### src/rtl/branch_predict_unit_pkg.sv
// Shared definitions for the branch predict unit.
// Contents:
//   - PC mux select codes: NO_BRANCH, BRANCH, JALR, PC_RECOVER
//   - jorbranch codes from the control unit: JB_OTHER, JB_BRANCH, JB_JAL, JB_JALR
//   - BR_* branch_type codes (funct3 encoding)
//   - FSM state type (BPU_IDLE / BPU_FLUSH)
//   - helper functions: branch condition evaluation, 2-bit saturating update
// Optional build macro used by the top: BPU_STATS_EN (adds statistics counters).
package branch_predict_unit_pkg;

  localparam logic [1:0] NO_BRANCH  = 2'b00;
  localparam logic [1:0] BRANCH     = 2'b01;
  localparam logic [1:0] JALR       = 2'b10;
  localparam logic [1:0] PC_RECOVER = 2'b11;

  localparam logic [1:0] JB_OTHER  = 2'b00;
  localparam logic [1:0] JB_BRANCH = 2'b01;
  localparam logic [1:0] JB_JAL    = 2'b10;
  localparam logic [1:0] JB_JALR   = 2'b11;

  localparam logic [2:0] BR_BEQ  = 3'b000;
  localparam logic [2:0] BR_BNE  = 3'b001;
  localparam logic [2:0] BR_BLT  = 3'b100;
  localparam logic [2:0] BR_BGE  = 3'b101;
  localparam logic [2:0] BR_BLTU = 3'b110;
  localparam logic [2:0] BR_BGEU = 3'b111;

  typedef enum logic {
    BPU_IDLE  = 1'b0,
    BPU_FLUSH = 1'b1
  } bpu_state_t;

  // Flag convention of the ALU compare: cf=1 means no borrow (a >= b unsigned).
  function automatic logic branch_taken(input logic [2:0] br_type,
                                        input logic cf, input logic zf,
                                        input logic vf, input logic sf);
    logic t;
    case (br_type)
      BR_BEQ:  t = zf;
      BR_BNE:  t = ~zf;
      BR_BLT:  t = (sf != vf);
      BR_BGE:  t = (sf == vf);
      BR_BLTU: t = ~cf;
      BR_BGEU: t = cf;
      default: t = 1'b0;
    endcase
    return t;
  endfunction

  function automatic logic [1:0] sat_update(input logic [1:0] cnt, input logic taken);
    logic [1:0] n;
    if (taken) begin
      n = (cnt == 2'b11) ? 2'b11 : cnt + 2'b01;
    end else begin
      n = (cnt == 2'b00) ? 2'b00 : cnt - 2'b01;
    end
    return n;
  endfunction

endpackage

### src/rtl/branch_predict_unit_bht_table.sv
// bht_table: direct-mapped array of 2-bit saturating counters.
// Ports:
//   clk, rst          clock, asynchronous active-high reset (all entries -> CNT_INIT)
//   rd_idx / rd_cnt   combinational read port (value before any same-edge write)
//   wr_en, wr_idx,
//   wr_taken          saturating increment (taken) / decrement (not taken) at clk edge
module bht_table
  import branch_predict_unit_pkg::*;
#(
  parameter int          BHT_ENTRIES = 64,
  parameter logic [1:0]  CNT_INIT    = 2'b01,
  localparam int         IDX_W       = $clog2(BHT_ENTRIES)
) (
  input  logic             clk,
  input  logic             rst,
  input  logic [IDX_W-1:0] rd_idx,
  output logic [1:0]       rd_cnt,
  input  logic             wr_en,
  input  logic [IDX_W-1:0] wr_idx,
  input  logic             wr_taken
);

  logic [1:0] cnt [BHT_ENTRIES];

  assign rd_cnt = cnt[rd_idx];

  // Counter array: reinitialised by reset, one saturating update per edge.
  always_ff @(posedge clk or posedge rst) begin
    if (rst) begin
      for (int i = 0; i < BHT_ENTRIES; i++) begin
        cnt[i] <= CNT_INIT;
      end
    end else if (wr_en) begin
      cnt[wr_idx] <= sat_update(cnt[wr_idx], wr_taken);
    end
  end

endmodule

### src/rtl/branch_predict_unit.sv
// branch_predict_unit: BHT lookup at fetch, branch/jump resolution in EX,
// PC mux selection and a counted pipeline flush after every redirect.
// Ports:
//   clk, rst                 clock, asynchronous active-high reset
//   if_pc / if_pred_taken    fetch lookup (combinational, counter MSB)
//   ex_valid, ex_pc          EX instruction valid and PC
//   jorbranch, branch_type   control-unit class and branch condition code
//   cf, zf, vf, sf           ALU flags of the EX compare
//   ex_pred_taken            prediction that travelled with the EX instruction
//   pc_mux_ctrl, mispredict  combinational redirect this cycle
//   flush                    registered squash of IF/ID and ID/EX
// Build macro BPU_STATS_EN adds stat_branches / stat_mispredicts outputs.
module branch_predict_unit
  import branch_predict_unit_pkg::*;
#(
  parameter int         PC_W         = 32,
  parameter int         BHT_ENTRIES  = 64,
  parameter int         FLUSH_CYCLES = 2,
  parameter logic [1:0] CNT_INIT     = 2'b01
) (
  input  logic            clk,
  input  logic            rst,
  input  logic [PC_W-1:0] if_pc,
  output logic            if_pred_taken,
  input  logic            ex_valid,
  input  logic [PC_W-1:0] ex_pc,
  input  logic [1:0]      jorbranch,
  input  logic [2:0]      branch_type,
  input  logic            cf,
  input  logic            zf,
  input  logic            vf,
  input  logic            sf,
  input  logic            ex_pred_taken,
  output logic [1:0]      pc_mux_ctrl,
  output logic            flush,
  output logic            mispredict
`ifdef BPU_STATS_EN
  ,
  output logic [31:0]     stat_branches,
  output logic [31:0]     stat_mispredicts
`endif
);

  localparam int IDX_W = $clog2(BHT_ENTRIES);

  bpu_state_t state;
  logic [2:0] flush_cnt;
  logic [1:0] rd_cnt;
  logic       taken;
  logic       resolve;
  logic       bht_wr;

  // PC bits outside the index field are intentionally ignored (no tags).
  logic unused_pc_bits;
  assign unused_pc_bits = ^{if_pc[PC_W-1:IDX_W+2], if_pc[1:0],
                            ex_pc[PC_W-1:IDX_W+2], ex_pc[1:0]};

  assign taken   = branch_taken(branch_type, cf, zf, vf, sf);
  // EX contents are squashed while flushing, so nothing resolves then.
  assign resolve = ex_valid && (state == BPU_IDLE);
  assign bht_wr  = resolve && (jorbranch == JB_BRANCH);

  bht_table #(
    .BHT_ENTRIES (BHT_ENTRIES),
    .CNT_INIT    (CNT_INIT)
  ) u_bht (
    .clk      (clk),
    .rst      (rst),
    .rd_idx   (if_pc[IDX_W+1:2]),
    .rd_cnt   (rd_cnt),
    .wr_en    (bht_wr),
    .wr_idx   (ex_pc[IDX_W+1:2]),
    .wr_taken (taken)
  );

  assign if_pred_taken = rd_cnt[1];

  // Redirect decision; jumps are never predicted so they always redirect.
  always_comb begin
    pc_mux_ctrl = NO_BRANCH;
    mispredict  = 1'b0;
    if (resolve) begin
      case (jorbranch)
        JB_BRANCH: begin
          if (taken && !ex_pred_taken) begin
            pc_mux_ctrl = BRANCH;
            mispredict  = 1'b1;
          end else if (!taken && ex_pred_taken) begin
            pc_mux_ctrl = PC_RECOVER;
            mispredict  = 1'b1;
          end else begin
            pc_mux_ctrl = NO_BRANCH;
            mispredict  = 1'b0;
          end
        end
        JB_JAL: begin
          pc_mux_ctrl = BRANCH;
          mispredict  = 1'b1;
        end
        JB_JALR: begin
          pc_mux_ctrl = JALR;
          mispredict  = 1'b1;
        end
        default: begin
          pc_mux_ctrl = NO_BRANCH;
          mispredict  = 1'b0;
        end
      endcase
    end else begin
      pc_mux_ctrl = NO_BRANCH;
      mispredict  = 1'b0;
    end
  end

  // Flush FSM: flush stays high for FLUSH_CYCLES cycles after a redirect.
  always_ff @(posedge clk or posedge rst) begin
    if (rst) begin
      state     <= BPU_IDLE;
      flush_cnt <= 3'd0;
      flush     <= 1'b0;
    end else begin
      case (state)
        BPU_IDLE: begin
          if (mispredict) begin
            state     <= BPU_FLUSH;
            flush_cnt <= 3'(FLUSH_CYCLES - 1);
            flush     <= 1'b1;
          end
        end
        BPU_FLUSH: begin
          if (flush_cnt == 3'd0) begin
            state <= BPU_IDLE;
            flush <= 1'b0;
          end else begin
            flush_cnt <= flush_cnt - 3'd1;
            flush     <= 1'b1;
          end
        end
        default: begin
          state     <= BPU_IDLE;
          flush_cnt <= 3'd0;
          flush     <= 1'b0;
        end
      endcase
    end
  end

`ifdef BPU_STATS_EN
  // Statistics: resolved conditional branches and resolved redirects.
  always_ff @(posedge clk or posedge rst) begin
    if (rst) begin
      stat_branches    <= 32'd0;
      stat_mispredicts <= 32'd0;
    end else begin
      if (bht_wr) begin
        stat_branches <= stat_branches + 32'd1;
      end
      if (mispredict) begin
        stat_mispredicts <= stat_mispredicts + 32'd1;
      end
    end
  end
`endif

endmodule

### config.mk
export PLATFORM = sky130hd
export DESIGN_NAME = branch_predict_unit
export DESIGN_NICKNAME = d
export VERILOG_FILES = /design/src/rtl/branch_predict_unit_pkg.sv /design/src/rtl/branch_predict_unit_bht_table.sv /design/src/rtl/branch_predict_unit.sv
export SDC_FILE = /design/constraint.sdc
export NUM_CORES = 1
export LEC_CHECK = 0
export CORE_UTILIZATION = 35
export CTS_CLUSTER_SIZE = 40
export DETAILED_ROUTE_END_ITERATION = 8
export GPL_TIMING_DRIVEN = 0
export MAX_ROUTING_LAYER = met4
export PLACE_DENSITY_LB_ADDON = 0.12
export REMOVE_ABC_BUFFERS = 1
export SETUP_SLACK_MARGIN = 0.5
export SLEW_MARGIN = 20
export SYNTH_ARGS = -nofsm -noshare
export SYNTH_HDL_FRONTEND = slang
export SYNTH_SLANG_ARGS = --single-unit
### constraint.sdc
create_clock -name clk -period 5.88 [get_ports clk]
set_input_delay 1.176 -clock clk [delete_from_list [all_inputs] [get_ports clk]]
set_output_delay 1.176 -clock clk [all_outputs]
set_load 0.01 [all_outputs]
# After elaboration in Yosys (flattened, before gate mapping)
# Cells that the tools add are included.
[word_totals]
regBits = 133
in_bits = 77
wordCells = 133
[classes]
add_sub_neg = 3
n_lt_le_gt_ge = 3
eq_ne = 13
muxes = 30
bitwise = 5
reduce_logical = 12
[op_table]
columns = ["op", "count"]
rows = [
  ["$bwmux 128", 1],
  ["$bmux 2 s6", 2],
  ["$mux 2", 12],
  ["$ge 7x7->1 const B", 2],
  ["$not 6->7", 2],
  ["$demux 2 s6", 1],
  ["$eq 3x3->1 const B", 4],
  ["$lt 7x1->1 const B", 1],
  ["$eq 2x2->1 const B", 3],
  ["$logic_not 3->1", 2],
  ["$mux 1", 6],
  ["$mux 3", 2],
  ["$pmux 1 s2", 3],
  ["$pmux 1 s6", 1],
  ["$pmux 2 s3", 1],
  ["$pmux 3 s2", 1],
  ["$logic_and 1x1->1", 5],
  ["$ne 2x2->1 const B", 2],
  ["$eq 3x1->1 const B", 1],
  ["$not 1->1", 3],
  ["$sub 3x1->3 const B", 1],
  ["$add 2x1->2 const B", 1],
  ["$eq 2x1->1 const B", 1],
  ["$logic_not 1->1", 2],
  ["6 further kinds", 6],
]

# Depth between registers and ports, before layout
# Gate-level depths: netlist of run 1.
[logic_depth]
ltp_word = 10
mapped_depth = 11
ltp_nobuf = 11

# By module
# A second synthesis of run 1 with hierarchy kept.
[hier_totals]
cells_unflattened = 676
area_unflattened_um2 = 7642.3
[modules_own_cells]
columns = ["mod", "instances", "cells_each", "area_each_um2", "seq_area_each_um2"]
rows = [
  ["bht_table", 1, 633, 7282.0, 3283.1],
  ["branch_predict_unit", 1, 43, 360.3, 125.1],
]

# Worst setup path before layout of run 1
# No wires, ideal clock.
[synth_timing]
path_kind = "input-to-output"
startpoint = "input port if_pc[2]"
endpoint = "output port if_pred_taken"
arrival_ns = 3.616
required_ns = 4.704
slack_ns = 1.088
stages = 5
path_buffers = 2
cell_sequence = "clkbuf_1 buf_1 mux4_2 mux4_2 mux4_2"
[synth_via]
elab_chain_cells = 4
[synth_rtl]
columns = ["element", "line_no", "text"]
rows = [
  ["from (decl)", "branch_predict_unit.sv:23", "input logic [PC_W-1:0] if_pc,"],
  ["$not 6->7 (not written as such)", "branch_predict_unit_bht_table.sv:25", "assign rd_cnt = cnt[rd_idx];"],
  ["$bmux 2 s6", "branch_predict_unit_bht_table.sv:25", ""],
  ["$mux 2 (not written as such) (2 in a row)", "branch_predict_unit_bht_table.sv:25", ""],
  ["to (decl)", "branch_predict_unit.sv:24", "output logic if_pred_taken,"],
]
# Every way passes these cells. The select of a mux whose other input is x is not followed.

# Worst setup path in the final report of run 1
[layout_timing]
startpoint = "input port if_pc[3]"
endpoint = "output port if_pred_taken"
# Same word-level chain as after synthesis.

==> results.cfg, run 1 <==
[run_status]
status = complete, no violations

[die]
num_io_pins = 82
die-area_um2 = 21140
rows = 52
die_x_um = 145.4
fp.dieH_um = 145.4
coreArea_um2 = 20170
start_util = 0.3568

[global_route]
grt_antenna_before_repair = 0
grt_use_total = 0.2053
grt_pass1_vias = 4976
grt_overflow = 0
grt_max_degree = 71
grt_pass1_wl_mm = 31.08

[finish]
design_area_um2 = 8289
fill_cells = 1916
antenna-diode-count = 0
layout.nets = 658
drive_gt1_frac = 0.4721
synthToLayoutAreaGrowth_pct = 15.18

[setup_path]
cp-start-kind = input pin
worstPathCellList = dlygate4sd2_1 > mux4_2 > mux4_2 > mux4_2 > clkdlybuf4s50_1
cp_data_arrival_time_ns = 4.11
cp_common_cell = mux4_2
cp_num_buf_inv = 2
cp.required_ns = 4.70
worst_setup_path_end_kind = primary output
cpMaxStageDelayCell = dlygate4sd2_1
crit_start = if_pc[3]
crit_family = multiplexers
cp_max_fo = 16
critPathKind = input pin to primary output
reg2reg_from = u_bht.cnt[82]
critPathMaxStageDelay_ns = 0.95

[sta]
drv_slew = 0
period_needed_ns = 5.289
finalWorstSetupSlack_ns = 0.5910
fin_crit_sh = 0.8995
clock_skew_ns = 0.009041
timing.fmax_mhz = 189.1
relSlewSlack = 0.2390
grt_setup_unrepaired = no
fin_hold_ws_ns = 0.4824
tightest_slew_ns = 1.141
hold_viol_final = 0
finalSetupViolCount = 0

[pwr]
power_mw = 2.257
vdd_drop_max_mv = 0.1855
leakage_nw = 3.434
cellPowerDensity_nw_per_um2 = 272.3

[route]
drc = 0
wire_per_inst_um = 23.04
first_iter_violations = 436
drt-pass1-iter-count = 5
viasPerCell = 5.610
drt_wl_total_mm = 19.84
vias = 4830
drtAntennaViolNets = 0

[clock_tree]
clock_latency_ns = 0.43
ctsHoldBuffers = 0
cts_root_buf = clkbuf_16
postCtsSetupRepairBufs = 0
cts_buffers = 17
path_clk_slew_ns = 0.06
cts_sinks = 133
htreeDepth = 4
clock_path_buffers = 2
cts_tree = done
cts_resized = 1

[hold_path]
hold_class = flip-flop to flip-flop
min_from = flush

[synthesis]
ys_ff_latch = 133
synthFlopType = dfrtp_1
synthDistinctLibCells = 48
seq_area_frac_synth = 0.4736
syn_area_um2 = 7197
async_reset_ff_frac = 1.000
syn_inst = 559
synth_edf_count = 0
ys_warn_count = 0
avgSynthCellArea_um2 = 12.87

[placed_design]
hpwl_mm = 12.96
pre_cts_slack_ns = 0.3427
place_congestion = 0.8588
place_area_um2 = 7736
io_buffers = 29

[flow_run]
maxCapViolCount = 0
-- state kept, by name (all words and copies together), names as in the netlist --
signal,cells
flush,1
flush_cnt,3
state,1
u_bht.cnt,128
-- cells in the final DEF, fill, tap and decap left out, drive strengths merged, types with 3 or more instances in the layout --
| cell type | Yosys | final |
|---|---|---|
| mux2 | 130 | 130 |
| and3 | 3 | 3 |
| buf | 20 | 9 |
| o211ai | 4 | 4 |
| clkbuf | 14 | 20 |
| dfrtp | 69 | 69 |
| clkinv | 1 | 9 |
| mux4 | 37 | 37 |
| nor2 | 43 | 43 |
| nor3 | 6 | 6 |
| mux2i | 20 | 20 |
| a22oi | 5 | 5 |
| clkdlybuf4s50 | 0 | 24 |
| nand3 | 7 | 7 |
| o21ai | 12 | 12 |
| a221oi | 7 | 7 |
| a21oi | 4 | 4 |
| o22ai | 6 | 6 |
| inv | 12 | 12 |
| dfstp | 64 | 64 |
| nand2 | 48 | 48 |
| clkinvlp | 0 | 3 |
| nor2b | 6 | 6 |
| ha | 3 | 3 |
| or3 | 3 | 3 |
| nand3b | 8 | 8 |
-- metrics by stage --
stage / util / TNS, ns / instances
floorplan: - / 0 / 525
global placement: 0.3785 / -161.54 / 824
detailed placement: 0.3836 / 0 / 829
CTS: 0.4110 / 0 / 861
global route: 0.4110 / 0 / 861
finish: 0.4110 / 0 / 861
-- kinds of logic after synthesis --
kind of cell             share of synthesized area
multiplexers                                0.3470
AND/OR/NAND/NOR                            0.08623
flip-flops                                  0.4736
AO/OA/AOI/OAI                              0.04746
buffers and inverters                      0.03338
adder cells (fa/ha/maj)                   0.008693
XOR/XNOR                                  0.003652
-- power breakdown --
group	total [mW]	internal, mW	leakage (nW)	switching, mW
clock network	1.00	0.591	0.266	0.411
registers	0.987	0.968	1.61	0.0192
logic	0.268	0.107	1.55	0.161
total	2.26	1.67	3.43	0.591
-- per-layer routing --
| layer | track usage | share of wire | vias to the layer above |
|---|---|---|---|
| met3 | 0.05047 | 0.051 | 23 |
| met2 | 0.3101 | 0.48 | 122 |
| li1 | - | - | 2115 |
| met5 | - | 0 | - |
| met4 | 0.06158 | 0.012 | 0 |
| met1 | 0.2731 | 0.46 | 2570 |
-- worst paths after layout --
| path | slack (ns) | to | cells after the start |
|---|---|---|---|
| hold reg to reg | 0.48 | flush | 1 |
| max in group asynchronous | 3.94 | u_bht.cnt[40] | 3 |
| min in group asynchronous | 1.19 | u_bht.cnt[89] | 2 |
| setup / recovery | 0.59 | if_pred_taken | 5 |
| hold / removal | 0.48 | flush | 1 |
| setup reg to reg | 2.67 | u_bht.cnt[95] | 7 |
-- worst reg2reg max path: stages (launching register included) --
cell and delay, ns:
dfstp_2 0.36, mux4_2 0.49, a22oi_1 0.20, o22ai_1 0.17, a2111o_1 0.44, or3_1 0.40
maj3_4 0.60, mux2_2 0.42
-- final cells by class --
class	count	area (um2)	share of cell area
Multi-Input combinational cell	379	3563	0.4299
Inverter	13	56.30	0.006792
Clock buffer	20	446.7	0.05389
Timing Repair Buffer	34	369.1	0.04453
Sequential cell	133	3408	0.4112
Tap cell	270	337.8	0.04075
Clock inverter	12	107.6	0.01298
-- cells in the mapped netlist (7+ instances only) --
master | n | share of area
buf_6 | 7 | 0.011
mux2i_1 | 20 | 0.028
nor2_1 | 43 | 0.022
nand3_1 | 7 | 0.0049
o21ai_0 | 11 | 0.0076
a221oi_1 | 7 | 0.0085
clkbuf_1 | 14 | 0.0073
inv_1 | 12 | 0.0063
nand3b_1 | 8 | 0.0083
dfstp_2 | 64 | 0.23
nand2_1 | 48 | 0.025
mux4_2 | 37 | 0.12
mux2_2 | 130 | 0.20
dfrtp_1 | 69 | 0.24
(Power assumes the default switching activity.)
==> run 2: changes to the inputs <==
Settings changed: CTS_CLUSTER_SIZE 40 to unset, PLACE_DENSITY set to 0.53, PLACE_DENSITY_LB_ADDON 0.12 to unset.
==> run 2 against run 1 <==
Against the previous run:
- non-clock buffer count did not move
- setup slack improved by 0.048 ns
- wire length fell by 2.0%
- register-to-register slack barely moved
- fmax rose by 0.91%
- sequential power barely moved
- clock power fell by 4%
==> results.cfg, run 2 (synthesis results as in run 1) <==
[die]
die-area_um2 = 21140
num_io_pins = 82
coreArea_um2 = 20170
fp.dieH_um = 145.4
die_x_um = 145.4
rows = 52
start_util = 0.3568

[pwr]
clock_power_share = 0.433
p_comb_frac = 0.121
p_seq_frac = 0.446
switchingPower_mw = 0.5708
cellPowerDensity_nw_per_um2 = 268.1
leakage_nw = 3.419
p_int_mw = 1.643
vdd_drop_max_mv = 0.1854
power_mw = 2.214
sw_frac_of_total = 0.2578

[finish]
fin_cells = 861
layout.nets = 658
final_common_cell = mux2_2
final_cell_mix = 130 x mux2_2, 69 x dfrtp_1, 64 x dfstp_2, 48 x nand2_1, 42 x nor2_1
drive_gt1_frac = 0.4704
largest_register_ff_count = 128
synthToLayoutAreaGrowth_pct = 14.73
antenna-diode-count = 0
design_area_um2 = 8257
top_register = u_bht.cnt
reg_top3 = u_bht.cnt (128), flush_cnt (3)

[sta]
tightest_slew_ns = 1.215
hold_viol_final = 0
timing.fmax_mhz = 190.8
finalSetupViolCount = 0
relSlewSlack = 0.1872
fin_crit_sh = 0.8913
period_needed_ns = 5.241
fin_hold_ws_ns = 0.4786
drv_slew = 0
clock_skew_ns = 0.007189
grt_setup_unrepaired = no

[hold_path]
hold_class = flip-flop to flip-flop

[placed_design]
io_buffers = 29
hpwl_mm = 12.67
place_congestion = 0.8151
place_area_um2 = 7722
place_inst = 829

[setup_path]
cp-start-kind = input pin
critPathKind = input pin to primary output
cp.required_ns = 4.70
cp_data_arrival_time_ns = 4.07
cp_max_fo = 16
worst_setup_path_end_kind = primary output

[global_route]
grt_antenna_before_repair = 0
grt_overflow = 0
grt_max_degree = 109
grt_pass1_wl_mm = 30.98
grt_pass1_vias = 5266
grt_use_total = 0.2028

[clock_tree]
path_clk_slew_ns = 0.06
clock_latency_ns = 0.42
clock_path_buffers = 2
htreeDepth = 4
cts_buffers = 17
cts_tree = done
cts_root_buf = clkbuf_16
cts_sinks = 133
cts_resized = 1
postCtsSetupRepairBufs = 0
ctsHoldBuffers = 0

[route]
drt-pass1-iter-count = 4
viasPerCell = 5.575
drt_wl_total_mm = 19.43
first_iter_violations = 314
vias = 4800
drtAntennaViolNets = 0
drc = 0
wire_per_inst_um = 22.57

[flow_run]
maxCapViolCount = 0

[run_status]
status = complete, no violations
run 2: changes by cell type in the layout (fill, tap and decap cells not counted), sizes merged:
cell,before,now
clkbuf,20,23
clkinv,9,6
bufinv,1,0
clkinvlp,3,4
run 2: through the flow:
stage                     setup WS (ns)  TNS [ns]    util
final                            0.6390         0  0.4094
after global routing             0.6334         0  0.4094
after CTS                        0.6645         0  0.4092
after detailed placement         0.3935         0  0.3829
after global placement          -0.9302   -156.32  0.3785
after floorplan                   1.256         0       -
run 2: worst max-delay path: stages:
cell	delay [ns]
dlygate4sd2_1	0.88
mux4_2	0.44
mux4_2	0.51
mux4_2	0.53
clkdlybuf4s50_1	0.50
run 2: area by class of cell:
cell class | count | area, um2
Clock buffer | 23 | 478.0
Clock inverter | 9 | 55.05
Fill cell | 1929 | 11910
Inverter | 13 | 56.30
Multi-Input combinational cell | 379 | 3563
Sequential cell | 133 | 3408
Tap cell | 270 | 337.8
Timing Repair Buffer | 34 | 357.8
run 2: power groups by stage:
stage | Clock, mW | Combinational (mW) | Sequential (mW)
floorplan | 0 | 0.149 | 0.997
global placement | 0 | 0.258 | 1.00
detailed placement | 0 | 0.272 | 1.00
CTS | 0.978 | 0.273 | 0.988
global route | 1.02 | 0.298 | 0.992
finish | 0.958 | 0.268 | 0.988
run 2: per-layer routing:
layer	up-vias	global-route usage	share of wire
met5	-	-	0
met4	0	0.09579	0.032
met3	44	0.03981	0.045
met2	129	0.3180	0.49
met1	2526	0.2528	0.43
li1	2101	-	-
run 2: worst paths after layout:
kind	from	endpoint	slack [ns]	cells past startpoint
worst max-delay path	if_pc[3]	if_pred_taken	0.64	5
max in group asynchronous	rst	u_bht.cnt[26]	4.00	3
min in group asynchronous	rst	flush_cnt[2]	1.10	2
worst max register to register	u_bht.cnt[82]	u_bht.cnt[85]	2.66	7
worst min-delay path	flush	flush	0.48	1
worst min register to register	flush	flush	0.48	1
==> run 3: changes to the inputs <==
Settings changed: CORE_MARGIN set to 8.
==> run 3 against run 2 <==
Against the previous run:
- via count decreased by 0.98%
- wire length decreased by 0.75%
- register-to-register slack got worse by 0.11 ns
- utilization increased by 0.31 points
- clock power increased by 17%
==> results.cfg, run 3 (synthesis results as in run 1) <==
[route]
viasPerCell = 5.520
first_iter_violations = 327
wire_per_inst_um = 22.40
vias = 4753
drc = 0
route.met2.wl_mm = 9.035
routed.top_layer = met4
wl_met3_mm = 1.003
drt_wl_total_mm = 19.29
drtAntennaViolNets = 0
met1_length_mm = 8.954
drt-pass1-iter-count = 4

[pwr]
p_comb_frac = 0.113
vdd_drop_max_mv = 0.1931
clock_power_share = 0.471
power_mw = 2.374
leakage_nw = 3.474
cellPowerDensity_nw_per_um2 = 284.5
p_seq_frac = 0.416
switchingPower_mw = 0.5791
sw_frac_of_total = 0.2439
p_int_mw = 1.795

[clock_tree]
clock_path_buffers = 2
cts_buffers = 17
htreeDepth = 4
cts_tree = done
path_clk_slew_ns = 0.05
ctsHoldBuffers = 0
postCtsSetupRepairBufs = 0
clock_latency_ns = 0.43
cts_resized = 1
cts_sinks = 133
cts_root_buf = clkbuf_16

[run_status]
status = complete, no violations

[global_route]
grt_max_degree = 79
grt_antenna_before_repair = 0
grt_use_total = 0.1617
grt_pass1_vias = 5015
grt_pass1_wl_mm = 30.72
grt_overflow = 0

[finish]
reg_top3 = u_bht.cnt (128), flush_cnt (3)
design_area_um2 = 8346
synthToLayoutAreaGrowth_pct = 15.96
drive_gt1_frac = 0.4721
layout.nets = 658
final_cell_mix = 130 x mux2_2, 69 x dfrtp_1, 64 x dfstp_2, 48 x nand2_1, 43 x nor2_1
top_register = u_bht.cnt
largest_register_ff_count = 128
antenna-diode-count = 0
final_common_cell = mux2_2

[placed_design]
place_congestion = 0.8327
pre_cts_slack_ns = 0.3096
hpwl_mm = 12.53
io_buffers = 29
place_area_um2 = 7724

[sta]
fin_crit_sh = 0.8937
fin_hold_ws_ns = 0.4830
hold_viol_final = 0
finalWorstSetupSlack_ns = 0.6250
drv_slew = 0
timing.fmax_mhz = 190.3
tightest_slew_ns = 1.101
clock_skew_ns = 0.006371
period_needed_ns = 5.255
grt_setup_unrepaired = no
relSlewSlack = 0.2632
finalSetupViolCount = 0

[setup_path]
cp.required_ns = 4.70
critPathKind = input pin to primary output
r2r_cells = 7
cp_common_cell = mux4_2
crit_start = if_pc[3]
worst_setup_path_end_kind = primary output
cpMaxStageDelayCell = dlygate4sd2_1
cp_max_fo = 16
cp_num_buf_inv = 2
worstReg2RegEnd = u_bht.cnt[53]
critPathMaxStageDelay_ns = 0.90
cp-start-kind = input pin
rrSetupSlack_ns = 2.55
cp_data_arrival_time_ns = 4.08
reg2reg_from = u_bht.cnt[18]
crit_family = multiplexers
worstPathCellList = dlygate4sd2_1 > mux4_2 > mux4_2 > mux4_2 > clkdlybuf4s50_1

[die]
die-area_um2 = 25410
die_x_um = 159.4
start_util = 0.3557
rows = 52
fp.dieH_um = 159.4
num_io_pins = 82
coreArea_um2 = 20230

[hold_path]
hold_end = flush
min_from = flush
hold_class = flip-flop to flip-flop
hold_depth = 1

[flow_run]
maxCapViolCount = 0
run 3: cell types whose count changed in the layout (fill, tap and decap cells not counted):
cell        before  now
clkinvlp_4       4    1
bufinv_16        0    3
clkbuf_1         3    1
buf_4            2    1
buf_6            1    2
clkbuf_8         3    5
nor2_1          42   43
nor2_2           1    0
run 3: power by group through the flow:
| stage | Sequential (mW) | Clock (mW) | Combinational, mW |
|---|---|---|---|
| detailed placement | 1.00 | 0 | 0.271 |
| finish | 0.987 | 1.12 | 0.269 |
| global placement | 1.00 | 0 | 0.257 |
| global route | 0.992 | 1.19 | 0.298 |
| CTS | 0.987 | 1.14 | 0.272 |
| floorplan | 0.997 | 0 | 0.149 |
run 3: worst max path at each step:
stage / endpoint / slack (ns) / depth (start not counted)
2_1_floorplan: flush / 1.26 / 1
4_1_cts: if_pred_taken / 0.59 / 5
3_5_place_dp: if_pred_taken / 0.31 / 5
5_1_grt: if_pred_taken / 0.58 / 5
6_report: if_pred_taken / 0.63 / 5
3_3_place_gp: u_bht.cnt[84] / -0.90 / 8
run 3: cell type report:
cell class              count  area (um2)
multi-input cells         379        3561
fillers                  1901       11890
clock inverters             9       122.6
flip-flops and latches    133        3408
clock buffers              23       498.0
repair buffers             34       361.6
well taps                 270       337.8
inverters                  13       56.30
run 3: metal layers:
layer,vias up,global-route usage
met1,2495,0.2168
met4,0,0.04717
li1,2104,-
met5,-,-
met2,126,0.2385
met3,28,0.03981
run 3: metrics by stage:
stage                 util  cells  TNS, ns
floorplan                -    525        0
global placement    0.3773    824  -153.26
detailed placement  0.3817    829        0
CTS                 0.4123    861        0
global route        0.4124    861        0
finish              0.4124    861        0
